### src/rtl/mole_pkg.sv
// Shared types and default constants for the whack-a-mole arena.
package mole_pkg;

   typedef enum logic [1:0] {
      IDLE      = 2'd0,
      PLAYING   = 2'd1,
      GAME_OVER = 2'd2
   } state_t;

   typedef logic [1:0] level_t;

   localparam int DEF_NUM_MOLES  = 18;
   localparam int DEF_MAX_MS     = 2047;
   localparam int DEF_LIFE_MS    = 1500;
   localparam int DEF_MIN_GAP_MS = 200;
   localparam int DEF_MAX_ACTIVE = 3;
   localparam int DEF_MAX_MISSES = 10;
   localparam int DEF_SCORE_W    = 11;

endpackage

### src/rtl/mole_if.sv
// Game-side bundle of the arena: player/timebase inputs and LED/score outputs.
// There is no valid/ready handshake: start, tick_ms and sw_pressed are
// single-cycle strobes that are acted on in the cycle they are high, and every
// output is a registered level that is valid in every cycle.
interface mole_if
   import mole_pkg::*;
#(
   parameter int NUM_MOLES = DEF_NUM_MOLES,
   parameter int SCORE_W   = DEF_SCORE_W,
   parameter int MISS_W    = $clog2(DEF_MAX_MISSES + 1)
) ();

   logic                 start;
   logic                 tick_ms;
   level_t               level;
   logic [15:0]          rand_value;
   logic [NUM_MOLES-1:0] sw_pressed;
   logic [NUM_MOLES-1:0] moles_up;
   logic [SCORE_W-1:0]   score;
   logic [MISS_W-1:0]    misses;
   logic                 hit_pulse;
   logic                 game_over;
   state_t               dbg_state;

   modport master (
      output start, tick_ms, level, rand_value, sw_pressed,
      input  moles_up, score, misses, hit_pulse, game_over, dbg_state
   );

   modport slave (
      input  start, tick_ms, level, rand_value, sw_pressed,
      output moles_up, score, misses, hit_pulse, game_over, dbg_state
   );

endinterface

### src/rtl/mole_slot.sv
// One mole: up flag plus lifetime counter. A hit takes priority over expiry.
module mole_slot #(
   parameter int TW = 11
) (
   input  logic          clk,
   input  logic          reset,
   input  logic          i_clr,
   input  logic          i_spawn,
   input  logic [TW-1:0] i_life,
   input  logic          i_tick,
   input  logic          i_press,
   output logic          o_up,
   output logic          o_hit,
   output logic          o_expire
);

   logic          r_up;
   logic [TW-1:0] r_life;

   assign o_up     = r_up;
   assign o_hit    = r_up & i_press;
   assign o_expire = r_up & i_tick & (r_life <= TW'(1)) & ~i_press;

   // Spawn loads the lifetime; ticks count it down; hit or expiry drops the mole.
   always_ff @(posedge clk) begin
      if (reset || i_clr) begin
         r_up   <= 1'b0;
         r_life <= '0;
      end else if (o_hit || o_expire) begin
         r_up   <= 1'b0;
         r_life <= '0;
      end else if (i_spawn) begin
         r_up   <= 1'b1;
         r_life <= i_life;
      end else if (r_up && i_tick) begin
         r_life <= r_life - TW'(1);
      end
   end

endmodule

### src/rtl/mole_arena.sv
// Arena top: game FSM, spawn timer, mole slots, score and miss accumulation.
module mole_arena
   import mole_pkg::*;
#(
   parameter int NUM_MOLES  = DEF_NUM_MOLES,
   parameter int MAX_MS     = DEF_MAX_MS,
   parameter int LIFE_MS    = DEF_LIFE_MS,
   parameter int MIN_GAP_MS = DEF_MIN_GAP_MS,
   parameter int MAX_ACTIVE = DEF_MAX_ACTIVE,
   parameter int MAX_MISSES = DEF_MAX_MISSES,
   parameter int SCORE_W    = DEF_SCORE_W
) (
   input logic  clk,
   input logic  reset,
   mole_if.slave bus
);

   localparam int TW     = $clog2(MAX_MS + 1);
   localparam int CW     = (NUM_MOLES > 1) ? $clog2(NUM_MOLES) : 1;
   localparam int MISS_W = $clog2(MAX_MISSES + 1);
   localparam int PW     = $clog2(NUM_MOLES + 1);
   localparam logic [31:0] SCORE_MAX = 32'((64'd1 << SCORE_W) - 64'd1);

   state_t               r_state, w_state_nxt;
   logic [TW-1:0]        r_spawn_tmr;
   logic [SCORE_W-1:0]   r_score;
   logic [MISS_W-1:0]    r_misses;
   logic                 r_hit_pulse;

   logic                 w_playing, w_run, w_clr, w_tick, w_attempt;
   logic                 w_cand_free, w_spawn_ok;
   logic [CW-1:0]        w_cand;
   logic [TW-1:0]        w_gap, w_life;
   logic [31:0]          w_gap_sum, w_score_sum, w_miss_sum;
   logic [PW-1:0]        w_n_up, w_n_hit, w_n_exp;
   logic [NUM_MOLES-1:0] w_up, w_hit, w_exp, w_spawn_vec;

   // Moles only move while playing and before the final miss closes the game.
   assign w_playing = (r_state == PLAYING);
   assign w_run     = w_playing && (r_misses < MISS_W'(MAX_MISSES)) && !bus.start;
   assign w_clr     = bus.start || (w_playing && (r_misses >= MISS_W'(MAX_MISSES)));
   assign w_tick    = w_run && bus.tick_ms;
   assign w_attempt = w_tick && (r_spawn_tmr == TW'(1));
   assign w_cand    = bus.rand_value[11 +: CW];

   // Gap between spawn attempts shrinks with level and is capped at MAX_MS.
   assign w_gap_sum = 32'(bus.rand_value[10:0] >> bus.level) + 32'(MIN_GAP_MS);
   assign w_gap     = (w_gap_sum > 32'(MAX_MS)) ? TW'(MAX_MS) : TW'(w_gap_sum);
   assign w_life    = TW'(LIFE_MS >> bus.level);

   // Popcounts of live, hit and expiring moles plus candidate decode.
   always_comb begin
      w_n_up      = '0;
      w_n_hit     = '0;
      w_n_exp     = '0;
      w_cand_free = 1'b0;
      for (int i = 0; i < NUM_MOLES; i++) begin
         w_n_up  = w_n_up  + PW'(w_up[i]);
         w_n_hit = w_n_hit + PW'(w_hit[i]);
         w_n_exp = w_n_exp + PW'(w_exp[i]);
         if (CW'(i) == w_cand) w_cand_free = !w_up[i];
      end
   end

   assign w_spawn_ok = w_attempt && w_cand_free && (w_n_up < PW'(MAX_ACTIVE));

   // One-hot spawn request to the chosen slot.
   always_comb begin
      w_spawn_vec = '0;
      for (int i = 0; i < NUM_MOLES; i++) begin
         w_spawn_vec[i] = w_spawn_ok && (CW'(i) == w_cand);
      end
   end

   for (genvar g = 0; g < NUM_MOLES; g++) begin : g_slot
      mole_slot #(.TW(TW)) u_slot (
         .clk      (clk),
         .reset    (reset),
         .i_clr    (w_clr),
         .i_spawn  (w_spawn_vec[g]),
         .i_life   (w_life),
         .i_tick   (w_tick),
         .i_press  (w_run && bus.sw_pressed[g]),
         .o_up     (w_up[g]),
         .o_hit    (w_hit[g]),
         .o_expire (w_exp[g])
      );
   end

   // Game state register.
   always_ff @(posedge clk) begin
      if (reset) r_state <= IDLE;
      else       r_state <= w_state_nxt;
   end

   // Next state: start always (re)enters PLAYING; the last miss ends the game.
   always_comb begin
      w_state_nxt = r_state;
      if (bus.start) begin
         w_state_nxt = PLAYING;
      end else begin
         case (r_state)
            PLAYING: if (r_misses >= MISS_W'(MAX_MISSES)) w_state_nxt = GAME_OVER;
            default: w_state_nxt = r_state;
         endcase
      end
   end

   // Spawn timer: reload on start and on every attempt, otherwise count ticks.
   always_ff @(posedge clk) begin
      if (reset) begin
         r_spawn_tmr <= '0;
      end else if (bus.start) begin
         r_spawn_tmr <= w_gap;
      end else if (w_tick) begin
         if (r_spawn_tmr == TW'(1))   r_spawn_tmr <= w_gap;
         else if (r_spawn_tmr != '0)  r_spawn_tmr <= r_spawn_tmr - TW'(1);
      end
   end

   assign w_score_sum = 32'(r_score)  + 32'(w_n_hit);
   assign w_miss_sum  = 32'(r_misses) + 32'(w_n_exp);

   // Saturating score/miss accumulation and the registered hit strobe.
   always_ff @(posedge clk) begin
      if (reset || bus.start) begin
         r_score     <= '0;
         r_misses    <= '0;
         r_hit_pulse <= 1'b0;
      end else begin
         r_hit_pulse <= |w_hit;
         if (w_run) begin
            r_score  <= (w_score_sum > SCORE_MAX) ? SCORE_W'(SCORE_MAX) : SCORE_W'(w_score_sum);
            r_misses <= (w_miss_sum > 32'(MAX_MISSES)) ? MISS_W'(MAX_MISSES) : MISS_W'(w_miss_sum);
         end
      end
   end

   assign bus.moles_up  = w_up;
   assign bus.score     = r_score;
   assign bus.misses    = r_misses;
   assign bus.hit_pulse = r_hit_pulse;
   assign bus.game_over = (r_state == GAME_OVER);
   assign bus.dbg_state = r_state;

endmodule
### src/flat_wrapper.sv
// flat-port wrapper written by rule: the top's interface ports become plain ports
module mole_arena_flat import mole_pkg::*;
#(
   parameter int NUM_MOLES  = DEF_NUM_MOLES,
   parameter int MAX_MS     = DEF_MAX_MS,
   parameter int LIFE_MS    = DEF_LIFE_MS,
   parameter int MIN_GAP_MS = DEF_MIN_GAP_MS,
   parameter int MAX_ACTIVE = DEF_MAX_ACTIVE,
   parameter int MAX_MISSES = DEF_MAX_MISSES,
   parameter int SCORE_W    = DEF_SCORE_W
)
  (clk, reset, bus_start, bus_tick_ms, bus_level, bus_rand_value, bus_sw_pressed, bus_moles_up, bus_score, bus_misses, bus_hit_pulse, bus_game_over, bus_dbg_state);
  mole_if #(.NUM_MOLES(NUM_MOLES), .SCORE_W(SCORE_W)) bus_i ();
  input logic clk;
  input logic reset;
  input wire logic [$bits(bus_i.start)-1:0] bus_start;
  input wire logic [$bits(bus_i.tick_ms)-1:0] bus_tick_ms;
  input wire logic [$bits(bus_i.level)-1:0] bus_level;
  input wire logic [$bits(bus_i.rand_value)-1:0] bus_rand_value;
  input wire logic [$bits(bus_i.sw_pressed)-1:0] bus_sw_pressed;
  output wire logic [$bits(bus_i.moles_up)-1:0] bus_moles_up;
  output wire logic [$bits(bus_i.score)-1:0] bus_score;
  output wire logic [$bits(bus_i.misses)-1:0] bus_misses;
  output wire logic [$bits(bus_i.hit_pulse)-1:0] bus_hit_pulse;
  output wire logic [$bits(bus_i.game_over)-1:0] bus_game_over;
  output wire logic [$bits(bus_i.dbg_state)-1:0] bus_dbg_state;
  assign bus_i.start = bus_start;
  assign bus_i.tick_ms = bus_tick_ms;
  assign bus_i.level = bus_level;
  assign bus_i.rand_value = bus_rand_value;
  assign bus_i.sw_pressed = bus_sw_pressed;
  assign bus_moles_up = bus_i.moles_up;
  assign bus_score = bus_i.score;
  assign bus_misses = bus_i.misses;
  assign bus_hit_pulse = bus_i.hit_pulse;
  assign bus_game_over = bus_i.game_over;
  assign bus_dbg_state = bus_i.dbg_state;
  mole_arena #(.NUM_MOLES(NUM_MOLES), .MAX_MS(MAX_MS), .LIFE_MS(LIFE_MS), .MIN_GAP_MS(MIN_GAP_MS), .MAX_ACTIVE(MAX_ACTIVE), .MAX_MISSES(MAX_MISSES), .SCORE_W(SCORE_W)) u_core (.clk(clk), .reset(reset), .bus(bus_i));
endmodule
### config.mk
export PLATFORM = sky130hd
export DESIGN_NAME = mole_arena_flat
export DESIGN_NICKNAME = d
export VERILOG_FILES = /design/src/rtl/mole_pkg.sv /design/src/rtl/mole_if.sv /design/src/rtl/mole_slot.sv /design/src/rtl/mole_arena.sv /design/src/flat_wrapper.sv
export SDC_FILE = /design/constraint.sdc
export NUM_CORES = 1
export LEC_CHECK = 0
export ABC_AREA = 1
export BUFFER_PORTS_ARGS = -buffer_cell sky130_fd_sc_hd__buf_2
export CAP_MARGIN = 20
export CORE_UTILIZATION = 50
export DETAILED_ROUTE_END_ITERATION = 8
export GPL_TIMING_DRIVEN = 0
export PLACE_DENSITY = 0.72
export SYNTH_ARGS = -nofsm -noshare
export SYNTH_HDL_FRONTEND = slang
export SYNTH_SLANG_ARGS = --single-unit
### constraint.sdc
create_clock -name clk -period 8.4 [get_ports clk]
set_input_delay 1.26 -clock clk [delete_from_list [all_inputs] [get_ports clk]]
set_output_delay 1.26 -clock clk [all_outputs]
set_load 0.02 [all_outputs]
==> out/results.ini <==
[global_route]
grt_pass1_vias = 16465
grt.busiest_layer = met2
grt_use_met1 = 0.3991
use_met3 = 0.05390
met2_usage = 0.4801
grt.total_usage = 0.3019
grt_remaining_overflow = 0
grt_max_degree = 14
grt_first_pass_wirelength_microns = 85850
antenna_found_initial = 1

[sta]
setup_viol = 0
hold_viol = 0
rsz0062_at_grt = no
drv_slew = 0
relSlewSlack = 0.2287
fin_skew_ns = 0.01533
tns_ns = 0
finalCritPeriodShare = 0.9342
layout_min_cycle_time_ns = 7.847
worst_slew_pin_slew_ns = 1.157
fmax_mhz = 127.4

[synthesis]
syn_avg_cell_area_sq_um = 6.685
synth_seq_cells = 245
synth.distinct_cells = 50
ys_async_sr_fraction = 0
yosysMostFrequentCell = nand2_1
netlist_top_cells_area = dfxtp_1 (28%), nand2_1 (9.2%), nand3_1 (9.0%)
synth_warnings = 0
synth_top_area_frac = 0.2849
syn_area_sq_mm = 0.01721
ys_seq_area_frac = 0.2849
ys.flop_type = dfxtp_1
synthTopCellsByCount = nand2_1 (422), inv_1 (372), nand3_1 (310)
synth_top_cell_by_area = dfxtp_1
synth_fp_nets = 2717
synth_edf_count = 0
synth_cells = 2575

[clock_network]
cts-hold-fix-buffers = 0
cts.reportedPaths.clkPinSlew_ns = 0.07
cts-buffers-inserted = 29
post_cts_buffers = 0
clockBufferDepth = 3
root_buffer = clkbuf_16
clk_latency_ns = 0.57
clock-sinks = 245
cts_tree = yes
ctsResizeCount = 0
htree_levels = 1

[final_layout]
n_fill_cell = 3294
seq_area_sq_mm = 0.004905
syn2layout_area_growth_pct = 11.09
num_antenna_cells = 0
multi_input_comb_area_sq_mm = 0.01039
fin_nets = 2825
fin_cells = 3152
drive_above_1_share = 0.08543

[placed_design]
routabilityCongestion = 0.9498
place_hpwl_microns = 39810
io_buffers = 75
dp.cells = 3098

[die]
die_h_microns = 187.5
start_util = 0.5108
die_w_microns = 187.5
ios = 77
core_sq_mm = 0.03370
rows = 67
die_area_sq_mm = 0.03517

[route]
drtPass1Iterations = 6
vias_per_cell = 5.688
drc_errors = 0
first_iter_violations = 1548
post_drt_wl_per_cell_microns = 17.24
routed_wl_microns = 54350
postRouteAntennaNets = 0
num_vias = 17927

[critical_path]
arrival_ns = 8.31
start_kind = flop
cpPeakStageDelay_ns = 0.57
crit_slowest_cell = fa_1
critPathMaxFanout = 10
crit_path_end_kind = flop
required_ns = 8.86
crit_type = flop to flop
reg2reg_depth = 29

[power_and_ir_drop]
switching_power_uw = 663.4
clkPwrFrac = 0.490
p_total_uw = 2653
seqPwrFrac = 0.444
power_leakage_uw = 0.008824
swShare = 0.2501
p_int_uw = 1989
power_density_mw_per_mm2 = 138.7
share_comb_of_total_power = 0.066
ir_worst_vdd_mv = 0.1596

[run]
drv_cap = 0

[run_status]
status = finished clean

[worst_hold_path]
hold_path.class = flop to flop
hold_depth = 2

==> power by group through the flow <==
| stage | sequential [uW] | clock, uW | combinational [uW] |
|---|---|---|---|
| floorplan | 1200 | 0 | 99.7 |
| global placement | 1200 | 0 | 167 |
| detailed placement | 1200 | 0 | 169 |
| CTS | 1180 | 1310 | 170 |
| global route | 1180 | 1360 | 189 |
| finish | 1180 | 1300 | 175 |
==> registers in the layout (all words and copies together), names as in the netlist <==
| signal | count |
|---|---|
| u_core.bus.misses | 4 |
| u_core.g_slot.u_slot.r_life | 198 |
| u_core.bus.score | 11 |
| u_core.r_spawn_tmr | 11 |
| u_core.g_slot.u_slot.o_up | 18 |
| u_core.bus.dbg_state | 2 |
| u_core.bus.hit_pulse | 1 |
==> placed cells by master, fill, tap and decap left out, types with 45 or more instances in the layout <==
cell	instances
nand2_1	422
ha_1	64
a21oi_1	157
nand3_1	310
nor2_1	292
xnor2_1	45
xor2_1	83
inv_1	372
dfxtp_1	245
a31oi_1	54
buf_2	92
nor3_1	75
o21ai_0	152
==> layer usage <==
metal / wire, microns / vias up
met4: 2603 / 2
li1: - / 8650
met3: 4700 / 171
met5: 12 / -
met1: 22830 / 8366
met2: 24200 / 738
==> final cells by class <==
class,instances,area share
inverters,387,0.07596
clock buffers,41,0.04344
repair buffers,77,0.02028
plain buffers,81,0.02447
well taps,448,0.02931
flip-flops and latches,245,0.2565
multi-input cells,1862,0.5432
clock inverters,11,0.006805
==> through the flow <==
step	util	area [sq um]	hold slack (ns)	setup slack, ns
floorplan	-	17210	0.4483	1.465
global placement	0.5386	18150	0.4703	0.2229
detailed placement	0.5386	18150	0.4766	0.1008
CTS	0.5671	19110	0.4837	0.6754
global route	0.5675	19120	0.5227	0.07483
finish	0.5675	19120	0.4839	0.5529
==> critical path: cells and delay by family (launching register included) <==
family                   cells  cell delay, ns
adder cells (fa/ha/maj)      8            3.86
flip-flops                   1            0.35
AO/OA/AOI/OAI                5            0.73
AND/OR/NAND/NOR              8            1.85
buffers and inverters        8            0.93
==> cells by family (layout without fill, tap and decap cells) <==
family / Yosys count / in the layout / share of synthesized area
simple gates: 1199 / 1199 / 0.3067
buf+inv: 468 / 597 / 0.1116
compound gates: 429 / 429 / 0.1386
flops: 245 / 245 / 0.2849
xor+xnor: 128 / 128 / 0.06513
fa+ha+maj: 102 / 102 / 0.09071
mux: 4 / 4 / 0.002326
==> path summary, 6_finish.rpt <==
check        slack [ns]                                          endpoint                                             start
max                0.55                 u_core.bus.misses[1]$_SDFFE_PP0N_                 u_core.bus.misses[1]$_SDFFE_PP0N_
min                0.48  u_core.g_slot[14].u_slot.r_life[10]$_SDFFE_PP0P_  u_core.g_slot[14].u_slot.r_life[10]$_SDFFE_PP0P_
max reg2reg        0.55                 u_core.bus.misses[1]$_SDFFE_PP0N_                 u_core.bus.misses[1]$_SDFFE_PP0N_
min reg2reg        0.48  u_core.g_slot[14].u_slot.r_life[10]$_SDFFE_PP0P_  u_core.g_slot[14].u_slot.r_life[10]$_SDFFE_PP0P_
Power figures use the tool's default switching activity.
